`src/rtl/rr_arb_pkg.sv`:
```
// Shared definitions for the 8-way round-robin arbiter: state encoding,
// sizing constants, the hold-timeout limit and the 3-to-8 one-hot decoder.
package rr_arb_pkg;

    typedef enum logic [0:0] {
        IDLE  = 1'b0,
        GRANT = 1'b1
    } state_t;

    localparam int N_REQ    = 8;
    localparam int IDX_W    = 3;
    localparam int HOLD_MAX = 15;

    // 3-to-8 one-hot decoder with enable; all-zero output when disabled.
    function automatic logic [7:0] dec_3_8(input logic [2:0] sel, input logic en);
        logic [7:0] onehot;
        case (sel)
            3'd0:    onehot = 8'b0000_0001;
            3'd1:    onehot = 8'b0000_0010;
            3'd2:    onehot = 8'b0000_0100;
            3'd3:    onehot = 8'b0000_1000;
            3'd4:    onehot = 8'b0001_0000;
            3'd5:    onehot = 8'b0010_0000;
            3'd6:    onehot = 8'b0100_0000;
            3'd7:    onehot = 8'b1000_0000;
            default: onehot = 8'b0000_0000;
        endcase
        if (en) begin
            return onehot;
        end else begin
            return 8'b0000_0000;
        end
    endfunction

endpackage

```
`src/rtl/rr_pick_8.sv`:
```
// Round-robin picker: finds the first set request at or above ptr, wrapping
// past 7 back to 0. Rotate so ptr lands on bit 0, priority-encode the lowest
// set bit, then add ptr back (mod 8) to recover the absolute index.
module rr_pick_8
    import rr_arb_pkg::*;
(
    input  logic [N_REQ-1:0] req,
    input  logic [IDX_W-1:0] ptr,
    output logic [IDX_W-1:0] idx,
    output logic             any
);

    logic [2*N_REQ-1:0] dbl_s;
    logic [N_REQ-1:0]   rot_s;
    logic [IDX_W-1:0]   off_s;

    // Rotate the request vector right by ptr so the search always starts at bit 0.
    always_comb begin
        dbl_s = {req, req} >> ptr;
        rot_s = dbl_s[N_REQ-1:0];
    end

    // Lowest-set-bit priority encoder over the rotated vector.
    always_comb begin
        off_s = 3'd0;
        for (int i = N_REQ - 1; i >= 0; i--) begin
            if (rot_s[i]) begin
                off_s = i[IDX_W-1:0];
            end else begin
                off_s = off_s;
            end
        end
    end

    // Undo the rotation; 3-bit addition wraps naturally.
    always_comb begin
        idx = off_s + ptr;
        any = |req;
    end

endmodule

```
`src/rtl/rr_arbiter_3_8.sv`:
```
// Round-robin arbiter sharing one 3-to-8 decoded resource among 8 requesters.
// A grant is held until the owner pulses done or drops its request; every
// release is followed by one dead (bus-turnaround) cycle in IDLE.
// Optional build macro RR_ARB_HOLD_TIMEOUT_EN: force-release an owner after
// HOLD_MAX grant cycles.
module rr_arbiter_3_8
    import rr_arb_pkg::*;
(
    input  logic             clk,
    input  logic             rst,
    input  logic [N_REQ-1:0] req,
    input  logic             done,
    output logic [N_REQ-1:0] gnt,
    output logic [IDX_W-1:0] gnt_idx,
    output logic             gnt_valid,
    output logic             busy_err
);

    state_t           state_r, state_s;
    logic [IDX_W-1:0] ptr_r, ptr_s;
    logic [IDX_W-1:0] idx_r, idx_s;
    logic             valid_r, valid_s;
    logic [N_REQ-1:0] gnt_r, gnt_s;
    logic             err_r, err_s;
    logic [IDX_W-1:0] pick_idx_s;
    logic             pick_any_s;
    logic             owner_req_s;
    logic             timeout_s;
    logic             release_s;

    rr_pick_8 u_pick (
        .req (req),
        .ptr (ptr_r),
        .idx (pick_idx_s),
        .any (pick_any_s)
    );

`ifdef RR_ARB_HOLD_TIMEOUT_EN
    logic [3:0] hold_cnt_r, hold_cnt_s;

    // Hold counter: zero while idle (so it is clear on GRANT entry), counts GRANT cycles.
    always_comb begin
        if (state_r == GRANT) begin
            hold_cnt_s = hold_cnt_r + 4'd1;
            timeout_s  = (hold_cnt_r == 4'(HOLD_MAX - 1));
        end else begin
            hold_cnt_s = 4'd0;
            timeout_s  = 1'b0;
        end
    end

    // Hold counter register.
    always_ff @(posedge clk or posedge rst) begin
        if (rst) begin
            hold_cnt_r <= 4'd0;
        end else begin
            hold_cnt_r <= hold_cnt_s;
        end
    end
`else
    // Without the timeout an owner may hold the grant indefinitely.
    always_comb begin
        timeout_s = 1'b0;
    end
`endif

    // Release conditions for the current owner; done and a dropped request together count once.
    always_comb begin
        owner_req_s = req[idx_r];
        release_s   = done | ~owner_req_s | timeout_s;
    end

    // Next-state and next-output logic.
    always_comb begin
        state_s = state_r;
        ptr_s   = ptr_r;
        idx_s   = idx_r;
        valid_s = valid_r;
        err_s   = err_r;
        case (state_r)
            IDLE: begin
                if (done) begin
                    err_s = 1'b1;
                end else begin
                    err_s = err_r;
                end
                if (pick_any_s) begin
                    state_s = GRANT;
                    idx_s   = pick_idx_s;
                    valid_s = 1'b1;
                end else begin
                    idx_s   = 3'd0;
                    valid_s = 1'b0;
                end
            end
            GRANT: begin
                if (release_s) begin
                    state_s = IDLE;
                    ptr_s   = idx_r + 3'd1;
                    idx_s   = 3'd0;
                    valid_s = 1'b0;
                end else begin
                    state_s = GRANT;
                end
            end
            default: begin
                state_s = IDLE;
                idx_s   = 3'd0;
                valid_s = 1'b0;
            end
        endcase
        gnt_s = dec_3_8(idx_s, valid_s);
    end

    // State and registered outputs; reset drops any grant asynchronously.
    always_ff @(posedge clk or posedge rst) begin
        if (rst) begin
            state_r <= IDLE;
            ptr_r   <= 3'd0;
            idx_r   <= 3'd0;
            valid_r <= 1'b0;
            gnt_r   <= 8'h00;
            err_r   <= 1'b0;
        end else begin
            state_r <= state_s;
            ptr_r   <= ptr_s;
            idx_r   <= idx_s;
            valid_r <= valid_s;
            gnt_r   <= gnt_s;
            err_r   <= err_s;
        end
    end

    assign gnt       = gnt_r;
    assign gnt_idx   = idx_r;
    assign gnt_valid = valid_r;
    assign busy_err  = err_r;

endmodule

```
`config.mk`:
```
export PLATFORM = sky130hd
export DESIGN_NAME = rr_arbiter_3_8
export DESIGN_NICKNAME = d
export VERILOG_FILES = /design/src/rtl/rr_arb_pkg.sv /design/src/rtl/rr_pick_8.sv /design/src/rtl/rr_arbiter_3_8.sv
export SDC_FILE = /design/constraint.sdc
export NUM_CORES = 1
export LEC_CHECK = 0
export ABC_AREA = 1
export CELL_PAD_IN_SITES_DETAIL_PLACEMENT = 0
export CELL_PAD_IN_SITES_GLOBAL_PLACEMENT = 1
export CORE_MARGIN = 2
export CORE_UTILIZATION = 35
export CTS_BUF_LIST = sky130_fd_sc_hd__clkbuf_4 sky130_fd_sc_hd__clkbuf_8
export DETAILED_ROUTE_END_ITERATION = 16
export PLACE_DENSITY_LB_ADDON = 0.1
export SKIP_LAST_GASP = 1
export SLEW_MARGIN = 25
export SYNTH_ARGS = -nofsm -noshare
export SYNTH_HDL_FRONTEND = slang
export SYNTH_SLANG_ARGS = --single-unit
```
`constraint.sdc`:
```
create_clock -name clk -period 2.3 [get_ports clk]
set_input_delay 0.575 -clock clk [delete_from_list [all_inputs] [get_ports clk]]
set_output_delay 0.575 -clock clk [all_outputs]
set_load 0.02 [all_outputs]
```
== Word-level counts from Yosys, hierarchy flattened ==
Memory sizes are Yosys's and may differ from the RTL's.
Index checks and enable logic that the tools add are counted.

* Add/sub/neg operators: 2
* Order comparisons: 1
* Shift operators: 1
* Muxes and demuxes: 19
* Bitwise operators: 3
* Reduce and logical (&&, ||, !) cells: 3

{| class="wikitable"
|+ Operator list
! cell !! number
|-
| 3-bit 2-to-1 mux || 10
|-
| 16-bit by 3-bit right shift with 8-bit output || 1
|-
| 8-bit 2-to-1 mux || 1
|-
| 8-bit OR reduction || 1
|-
| 3-bit one-hot mux with 2 select lines || 1
|-
| 3-bit by 4-bit < comparator with 1-bit output (second input constant) || 1
|-
| 1-bit 2-to-1 mux || 4
|-
| 1-bit one-hot mux with 2 select lines || 2
|-
| 2-bit AND reduction || 2
|-
| 3-bit by 1-bit adder with 3-bit output (second input constant) || 1
|-
| 3-bit adder || 1
|-
| 1-bit binary-select mux with 3-bit select || 1
|-
| 1-bit NOT || 2
|-
| 1-bit bitwise OR || 1
|}

* Flip-flop bits (word level): 17
* Memory bits (read-only): 64
* Input port bits: 11
* Output and inout bits: 13
* Word-level logic and storage cells: 36
* Memories kept: 1

{| class="wikitable"
|+ Memory list
! name !! depth !! width !! rd ports !! clocked after Yosys merged registers in !! write ports !! RTL line !! source
|-
| (name not given) || 8 || 8 || 1 || 0 || 0 || rr_arb_pkg.sv:17 || <nowiki>case (sel)</nowiki>
|}

== Depth between registers and ports, before layout ==
Gate-level depths: netlist of the first run.
An unclocked memory read counts as a cell.

* Depth after elaboration: 14
* Depth in mapped cells: 19
* Mapped depth without buffers: 18

== Hierarchy ==
From an unflattened synthesis of the first run, not the netlist that was laid out.

* Cells, all modules: 195
* Area total of the unflattened synthesis: 1335.0 µm²

{| class="wikitable"
|+ Modules (own cells, without submodules)
! module !! times used !! cells each !! area an instance (µm²) !! sequential area each (µm²)
|-
| rr_arbiter_3_8 || 1 || 97 || 803.3 || 425.4
|-
| rr_pick_8 || 1 || 98 || 531.8 || 0.0
|}

== Worst setup path after synthesis of the first run ==
Ideal clock, no wire load.

* Path kind: input -> register
* Start point: input port req[4]
* End point: register gnt_r[1] (netlist: gnt[1])
* Library setup time: 0.117 ns
* Arrival time: 2.346 ns
* Data required time: 2.183 ns
* Path slack: -0.164 ns
* Stages: 16
* Buffers on the path: 0
* Path through: nand2_1 > nand3_2 > nand3_1 > nand2_1 > o21bai_1 > nand2_1 > nand2_1 > a21oi_1 > ha_1 > fa_1 > xnor2_1 > inv_1 > nand3_2 > nand3_4 > nand2_4 > nor2_2

* Longest elaborated chain between the ends: 14
* Elaborated cells on any way between the ends: 23
* Those cells by class: 1 x add/sub; 1 x shift; 17 x mux; 2 x bitwise; 1 x reduce/logical; 1 x memory

{| class="wikitable"
|+ RTL lines
! item !! RTL line !! source
|-
| from (decl) || rr_arbiter_3_8.sv:11 || <nowiki>input logic [N_REQ-1:0] req,</nowiki>
|-
| 16-bit by 3-bit right shift with 8-bit output || rr_pick_8.sv:19 || <nowiki>dbl_s = {req, req} >> ptr;</nowiki>
|-
| 3-bit 2-to-1 mux (8 in a row) || rr_pick_8.sv:27 || <nowiki>if (rot_s[i]) begin</nowiki>
|-
| 3-bit adder || rr_pick_8.sv:37 || <nowiki>idx = off_s + ptr;</nowiki>
|-
| 3-bit 2-to-1 mux || rr_arbiter_3_8.sv:87 || <nowiki>if (pick_any_s) begin</nowiki>
|-
| 3-bit one-hot mux with 2 select lines * || rr_arbiter_3_8.sv:80 || <nowiki>case (state_r)</nowiki>
|-
| via idx_s[2] || rr_arbiter_3_8.sv:21 || <nowiki>logic [IDX_W-1:0] idx_r, idx_s;</nowiki>
|-
| memory read 8 x 8 bit * || n/a ||
|-
| 8-bit 2-to-1 mux * || rr_arb_pkg.sv:28 || <nowiki>if (en) begin</nowiki>
|-
| via gnt_s[1] || rr_arbiter_3_8.sv:23 || <nowiki>logic [N_REQ-1:0] gnt_r, gnt_s;</nowiki>
|-
| to (signal assigned) || rr_arbiter_3_8.sv:129 || <nowiki>gnt_r <= gnt_s;</nowiki>
|-
| to (decl) || rr_arbiter_3_8.sv:23 ||
|}

The timed path passes the listed nets; every way through them passes the cells marked *. The select of a mux whose other input is x is not followed.
A chain may end at the register's enable or synchronous reset.

== Worst setup path in the final report of the first run ==
* Start point: input port req[2]
* End point: register gnt_r[5] (netlist: gnt[5])

The elaborated chain is that of the path after synthesis.

==> results of run 1 <==
-- registers in the layout, indices dropped and copies added (netlist names) --
register   cells
gnt_valid      1
gnt            8
ptr_r          3
state_r        1
gnt_idx        3
busy_err       1
-- stage by stage --
step	instances	power, mW
final	283	3.18
after global routing	283	3.48
after CTS	280	2.92
after detailed placement	276	2.63
after global placement	276	2.61
after floorplan	183	1.93
-- logic make-up after synthesis --
logic type | Yosys count
simple gates | 120
buf+inv | 26
flops | 17
compound gates | 15
fa+ha+maj | 3
xor+xnor | 2
-- metal layers --
| metal | GRT usage, % | part of all wire (%) | vias to the layer above |
|---|---|---|---|
| met5 | 0 | 0 | - |
| met1 | 24.5 | 48 | 641 |
| met3 | 3.24 | 2.3 | 0 |
| li1 | - | - | 692 |
| met4 | 3.13 | 0 | 0 |
| met2 | 28.7 | 49 | 17 |
-- power by group --
part / switching, mW / internal, mW / leakage [nW] / total, mW
logic: 1.36 / 1.07 / 0.786 / 2.43
clock network: 0.103 / 0.135 / 0.0262 / 0.237
registers: 0.111 / 0.405 / 0.216 / 0.517
total: 1.58 / 1.61 / 1.03 / 3.18
-- cell usage after synthesis --
| cell | instances | area (µm²) |
|---|---|---|
| sky130_fd_sc_hd__nand2_1 | 52 | 195 |
| sky130_fd_sc_hd__nand3_1 | 24 | 120 |
| sky130_fd_sc_hd__inv_1 | 18 | 67.6 |
| sky130_fd_sc_hd__dfrtp_1 | 17 | 425 |
| sky130_fd_sc_hd__nand2_2 | 17 | 106 |
| sky130_fd_sc_hd__a21oi_1 | 8 | 40.0 |
| sky130_fd_sc_hd__nand3_2 | 8 | 80.1 |
| sky130_fd_sc_hd__nor2_2 | 5 | 31.3 |
| sky130_fd_sc_hd__nand4_1 | 4 | 25.0 |
| sky130_fd_sc_hd__nor2_1 | 4 | 15.0 |
| sky130_fd_sc_hd__inv_2 | 3 | 11.3 |
| sky130_fd_sc_hd__o21ai_0 | 3 | 15.0 |
| sky130_fd_sc_hd__ha_1 | 2 | 25.0 |
| sky130_fd_sc_hd__nor2_4 | 2 | 22.5 |
| sky130_fd_sc_hd__o21bai_1 | 2 | 15.0 |
| sky130_fd_sc_hd__xnor2_1 | 2 | 17.5 |
| sky130_fd_sc_hd__buf_2 | 1 | 5.00 |
| sky130_fd_sc_hd__buf_4 | 1 | 7.51 |
| sky130_fd_sc_hd__buf_6 | 1 | 11.3 |
| sky130_fd_sc_hd__fa_1 | 1 | 20.0 |
| sky130_fd_sc_hd__inv_4 | 1 | 6.26 |
| sky130_fd_sc_hd__inv_6 | 1 | 8.76 |
| sky130_fd_sc_hd__nand2_4 | 1 | 11.3 |
| sky130_fd_sc_hd__nand3_4 | 1 | 17.5 |
| sky130_fd_sc_hd__nand3b_1 | 1 | 7.51 |
| sky130_fd_sc_hd__nor3_1 | 1 | 5.00 |
| sky130_fd_sc_hd__o21ai_2 | 1 | 8.76 |
| sky130_fd_sc_hd__o21ai_4 | 1 | 16.3 |
-- layout make-up --
| type | instances | share of cell area (%) |
|---|---|---|
| flip-flops and latches | 17 | 20.5 |
| clock buffers | 4 | 2.34 |
| multi-input cells | 140 | 47.0 |
| inverters | 23 | 5.16 |
| well taps | 48 | 2.88 |
| repair buffers | 51 | 22.2 |
-- repair_timing --
item                       CTS  global route
gates cloned                 0             1
gates resized for setup     17            32
setup endpoints to repair   10            10
buffers inserted             0             2
pin swaps                    3             3
-- final timing paths --
check                                startpoint                   end  slack [ns]
max                                      req[2]      gnt[5]$_DFF_PP0_       -0.29
min                        busy_err$_DFFE_PP0P_  busy_err$_DFFE_PP0P_        0.49
max reg2reg                ptr_r[0]$_DFFE_PP0P_      gnt[5]$_DFF_PP0_       -0.28
min reg2reg                busy_err$_DFFE_PP0P_  busy_err$_DFFE_PP0P_        0.49
max in group asynchronous                   rst  ptr_r[0]$_DFFE_PP0P_        1.14
min in group asynchronous                   rst      gnt[5]$_DFF_PP0_        0.70
-- worst max-delay path: stages --
cell	delay [ns]
sky130_fd_sc_hd__clkdlybuf4s15_1	0.27
sky130_fd_sc_hd__nand2_4	0.13
sky130_fd_sc_hd__nand3_2	0.11
sky130_fd_sc_hd__nand3_2	0.10
sky130_fd_sc_hd__nand2_2	0.06
sky130_fd_sc_hd__o21bai_1	0.15
sky130_fd_sc_hd__nand2_1	0.05
sky130_fd_sc_hd__nand2_1	0.05
sky130_fd_sc_hd__a21oi_2	0.12
sky130_fd_sc_hd__ha_2	0.20
sky130_fd_sc_hd__fa_2	0.45
sky130_fd_sc_hd__nand2_2	0.09
sky130_fd_sc_hd__nand2_4	0.06
sky130_fd_sc_hd__nand3b_1	0.21
sky130_fd_sc_hd__a21oi_2	0.15
==> impl_results.md, run 1 <==
* RSZ-0062 raised after global routing: true
* Row count at 22
* Number of buffers inserted for hold repair after clock tree synthesis at 0
* Worst-case vdd ir drop at 0.720 mV
* Seq/Total Area, Yosys at 31.8%
* Antenna violations before repair at 0
* Kind of critical path: in -> reg
* Starting density of the core at 36.5%
* Number of synthesis warnings at 0
* Slew of the pin with the lowest slew margin at 0.646 ns
* Proportion of synthesized area in mux cells at 0%
* Detailed Routing Iterations Pass 1 at 4
* Type of the most critical hold path: reg -> reg
* Final cycle utilization of the critical path at 113%
* Critical path fanouts, max at 5
* Instance area after placement at 1850 µm²
* Wire length of the first global-routing pass at 5920 µm
* Via count of the first global-routing pass at 1303
* Global Route Usage Sum at 17.6%
* Worst r2r path cells at 16
* P_leak at 1.03 nW
* Sequential cell area at 427 µm²
* Pin count of the biggest net entering global routing at 18
* Number of hold violations in the final report at 0
* Layout net count at 250
* Share of final-layout standard cells stronger than drive strength 1 at 46.0%
* Clock tree from TritonCTS: yes
* Startpoint types: input port
* Dominant combinational cell family by area after synthesis: simple AND/OR/NAND/NOR gates
* Max Root-Sink Buffers at 2
* Iteration-0 DRC count of the detailed router at 30
* Critical Path End Type: flip-flop
* Hold_ws at 0.486 ns
* HPWL reported at the end of detailed placement at 2760 µm
* Clock insertion delay at the later pin of the skew report at 0.25 ns
* Post-Place Setup Slack at -0.914 ns
* Required time of the critical path at 2.48 ns
* Number of port buffers at 23
* Count of maximum capacitance violations at 0
* Max Clock Freq at 386 MHz
* Cells after synthesis at 183
* CTS HTree Levels at 1
* Adder-cell share of the synthesized area at 3.37%
* Xor and xnor fraction of the mapped netlist area at 1.31%
* Total negative slack for setup checks at -2.41 ns
* Post-synth net total at 197
* Cell Pwr Density at 1530 nW/µm²
* Slew Viols, Final at 0
* Signed area change from the synthesized netlist to the final layout at 55.9%
* Clock slew at the register clock pins of the worst setup and hold paths at 0.07 ns
* Largest clock skew in the final design at 0.00132 ns
* Remaining max-slew budget at the tightest pin at 56.9%
* Cell area after synthesis at 1340 µm²
* Post-synthesis compound-gate area fraction at 7.11%
* Vias after detailed routing at 1350
* Commonest cells after routing, fill and taps aside: 41 x sky130_fd_sc_hd__nand2_1, 26 x sky130_fd_sc_hd__buf_4, 20 x sky130_fd_sc_hd__nand3_2, 19 x sky130_fd_sc_hd__nand2_2, 18 x sky130_fd_sc_hd__inv_1
* Die height at 65.8 µm
* Fillers at 345
* Clock tree sinks at 17
* Setup-failing EPs final at 10
* WL final at 3650 µm
* Run status: finished with violations
* Synthesized flop and latch total at 17
* Horizontal extent of the die at 65.8 µm
* Clock buffer count from CTS at 3
* Hold Path Depth at 1
* Count of antenna diodes in the layout at 0
* Die area at 4330 µm²
* Count of unresolved DRC violations after routing at 0
* Simple-gate share of the synthesized area at 47.6%
* Share of the core filled with cells at 57.0%
* Failing checks: negative setup slack
* Gr ovfl total at 0
* Vias per Instance at 4.77
* Setup slack after layout at -0.293 ns
* CP Data Arrival Time at 2.77 ns
* Minimum clock period after layout at 2.59 ns
* Io pins at 24
* Core box area at 3660 µm²
* Wirelength per Cell at 12.9 µm
* Post-synthesis cell type count at 28
* Remaining number of nets flagged by the antenna check after routing at 0
* Area taken by multi-input logic gates at 980 µm²
* Most frequent standard cell in the layout excluding fill and tap cells: sky130_fd_sc_hd__nand2_1
* Post-route design area at 2090 µm²
* Average cell area after synthesis at 7.31 µm²
* Final GP Congestion at 0.848
* Clock Tree Root: sky130_fd_sc_hd__clkbuf_8
Power figures use the tool's default switching activity.
==> run 2, diff against run 1 <==
==> constraint.sdc (replaced) <==
create_clock -name clk -period 2.3 [get_ports clk]
set_input_delay 0.575 -clock clk [delete_from_list [all_inputs] [get_ports clk]]
set_output_delay 0.575 -clock clk [all_outputs]
set_load 0.05 [all_outputs]
==> impl_results.md, run 2 (synthesis gave the netlist of run 1 again) <==
* CP Data Arrival Time at 2.72 ns
* Type of the most critical hold path: reg -> reg
* Die height at 65.8 µm
* Power after layout at 3.18 mW
* Horizontal extent of the die at 65.8 µm
* Max Clock Freq at 389 MHz
* Failing checks: negative setup slack
* Core box area at 3660 µm²
* RSZ-0062 raised after global routing: true
* Commonest cells after routing, fill and taps aside: 42 x sky130_fd_sc_hd__nand2_1, 25 x sky130_fd_sc_hd__nand2_2, 23 x sky130_fd_sc_hd__buf_4, 19 x sky130_fd_sc_hd__nand3_2, 18 x sky130_fd_sc_hd__inv_1
* Remaining max-slew budget at the tightest pin at 58.0%
* Setup slack after layout at -0.268 ns
* P_leak at 0.963 nW
* Kind of critical path: in -> reg
* Slew Viols, Final at 0
* Iteration-0 DRC count of the detailed router at 44
* Pin count of the biggest net entering global routing at 18
* Run status: finished with violations
* Number of standard cells in the layout, taps in and fillers out at 279
* Final cycle utilization of the critical path at 112%
* Dpl cells at 272
* Minimum clock period after layout at 2.57 ns
* Wire length of the first global-routing pass at 5750 µm
* Area taken by multi-input logic gates at 908 µm²
* Share of final-layout standard cells stronger than drive strength 1 at 42.4%
* Fillers at 361
* Startpoint types: input port
* Count of unresolved DRC violations after routing at 0
* Hold_ws at 0.495 ns
* Clock tree from TritonCTS: yes
* Detailed Routing Iterations Pass 1 at 4
* Global Route Usage Sum at 17.7%
* Largest clock skew in the final design at 0.00285 ns
* Required time of the critical path at 2.45 ns
* Row count at 22
* Number of buffers inserted for hold repair after clock tree synthesis at 0
* Wirelength per Cell at 12.5 µm
* Starting density of the core at 36.5%
* WL final at 3480 µm
* Number of hold violations in the final report at 0
* Number of port buffers at 23
* Most frequent standard cell in the layout excluding fill and tap cells: sky130_fd_sc_hd__nand2_1
* Hold Path Depth at 1
* Worst r2r path cells at 19
* Critical Path End Type: flip-flop
* Signed area change from the synthesized netlist to the final layout at 47.8%
* Die area at 4330 µm²
* Io pins at 24
* Cell Pwr Density at 1610 nW/µm²
* Sequential cell area at 427 µm²
* Final GP Congestion at 0.828
* Flip-flop count of the largest register, all copies and words added at 8
* Gr ovfl total at 0
* Layout net count at 246
* Clock insertion delay at the later pin of the skew report at 0.26 ns
* CTS HTree Levels at 1
* Count of antenna diodes in the layout at 0
* Via count of the first global-routing pass at 1276
* Clock slew at the register clock pins of the worst setup and hold paths at 0.07 ns
* Clock Tree Root: sky130_fd_sc_hd__clkbuf_8
* Slew of the pin with the lowest slew margin at 0.629 ns
* Count of maximum capacitance violations at 0
* Remaining number of nets flagged by the antenna check after routing at 0
* HPWL reported at the end of detailed placement at 2740 µm
* Max Root-Sink Buffers at 2
* Share of the core filled with cells at 54.0%
* Critical path fanouts, max at 5
* Antenna violations before repair at 0
* Worst-case vdd ir drop at 0.874 mV
* Instance area after placement at 1820 µm²
* Vias after detailed routing at 1356
* Clock buffer count from CTS at 3
* Setup-failing EPs final at 9
* Vias per Instance at 4.86
* Clock tree sinks at 17
* Post-route design area at 1980 µm²
[run 2: final timing paths]
check / startpoint / endpoint / slack (ns)
worst max-delay path: req[6] / gnt[0]$_DFF_PP0_ / -0.27
worst min-delay path: busy_err$_DFFE_PP0P_ / busy_err$_DFFE_PP0P_ / 0.49
worst max register to register: ptr_r[0]$_DFFE_PP0P_ / gnt[0]$_DFF_PP0_ / -0.26
worst min register to register: busy_err$_DFFE_PP0P_ / busy_err$_DFFE_PP0P_ / 0.49
max in group asynchronous: rst / ptr_r[0]$_DFFE_PP0P_ / 1.16
min in group asynchronous: rst / gnt[2]$_DFF_PP0_ / 0.69
[run 2: stage by stage]
step / worst slack (ns) / setup TNS (ns)
global route: -0.437 / -3.70
finish: -0.268 / -2.10
global placement: -0.804 / -7.63
detailed placement: -0.855 / -7.94
CTS: -0.289 / -2.26
floorplan: -0.0498 / -0.265
[run 2: area by class of cell]
type	count	share of cell area, %
well taps	48	3.04
flip-flops and latches	17	21.6
clock buffers	3	2.09
multi-input cells	140	45.9
inverters	23	5.25
clock inverters	1	0.380
repair buffers	47	21.7
[run 2: worst max-delay path, cell delays in order]
cell	delay [ns]
sky130_fd_sc_hd__dlygate4sd2_1	0.32
sky130_fd_sc_hd__nand2_2	0.10
sky130_fd_sc_hd__nand3_2	0.08
sky130_fd_sc_hd__nand3_2	0.07
sky130_fd_sc_hd__nand2_2	0.09
sky130_fd_sc_hd__a21oi_2	0.03
sky130_fd_sc_hd__o21bai_1	0.11
sky130_fd_sc_hd__nand2_1	0.06
sky130_fd_sc_hd__nand2_1	0.07
sky130_fd_sc_hd__a21oi_2	0.05
sky130_fd_sc_hd__ha_2	0.17
sky130_fd_sc_hd__fa_2	0.35
sky130_fd_sc_hd__xnor2_2	0.15
sky130_fd_sc_hd__buf_4	0.14
sky130_fd_sc_hd__nand2_4	0.06
sky130_fd_sc_hd__nand3_4	0.10
sky130_fd_sc_hd__nand2_4	0.13
sky130_fd_sc_hd__nor2_2	0.05
[run 2: repair_timing]
action,4_1_cts,5_1_grt
endpoints found under the setup margin,10,10
pin swaps,2,3
gates cloned,0,1
resized for setup,11,15
setup buffers,2,0
endpoints found under the hold margin,0,0
[run 2: power breakdown]
| group | internal, mW | leakage (nW) | switching (mW) |
|---|---|---|---|
| Clock | 0.122 | 0.0217 | 0.108 |
| Sequential | 0.405 | 0.216 | 0.113 |
| Combinational | 1.01 | 0.726 | 1.43 |
[run 2: routing by layer]
| metal | up-vias | wire, µm | global-route usage (%) |
|---|---|---|---|
| met5 | - | 0 | 0 |
| li1 | 685 | - | - |
| met2 | 18 | 1650 | 28.0 |
| met1 | 648 | 1700 | 24.0 |
| met4 | 0 | 41 | 5.47 |
| met3 | 5 | 84 | 3.75 |
==> run 3, diff against run 2 <==
--- a/config.mk
+++ b/config.mk
@@ -6,6 +6,7 @@
 export NUM_CORES = 1
 export LEC_CHECK = 0
 export ABC_AREA = 1
+export CAP_MARGIN = 15
 export CELL_PAD_IN_SITES_DETAIL_PLACEMENT = 0
 export CELL_PAD_IN_SITES_GLOBAL_PLACEMENT = 1
 export CORE_MARGIN = 2
==> results of run 3 <==
The final DEF is identical to that of run 2; final timing and power are the same.
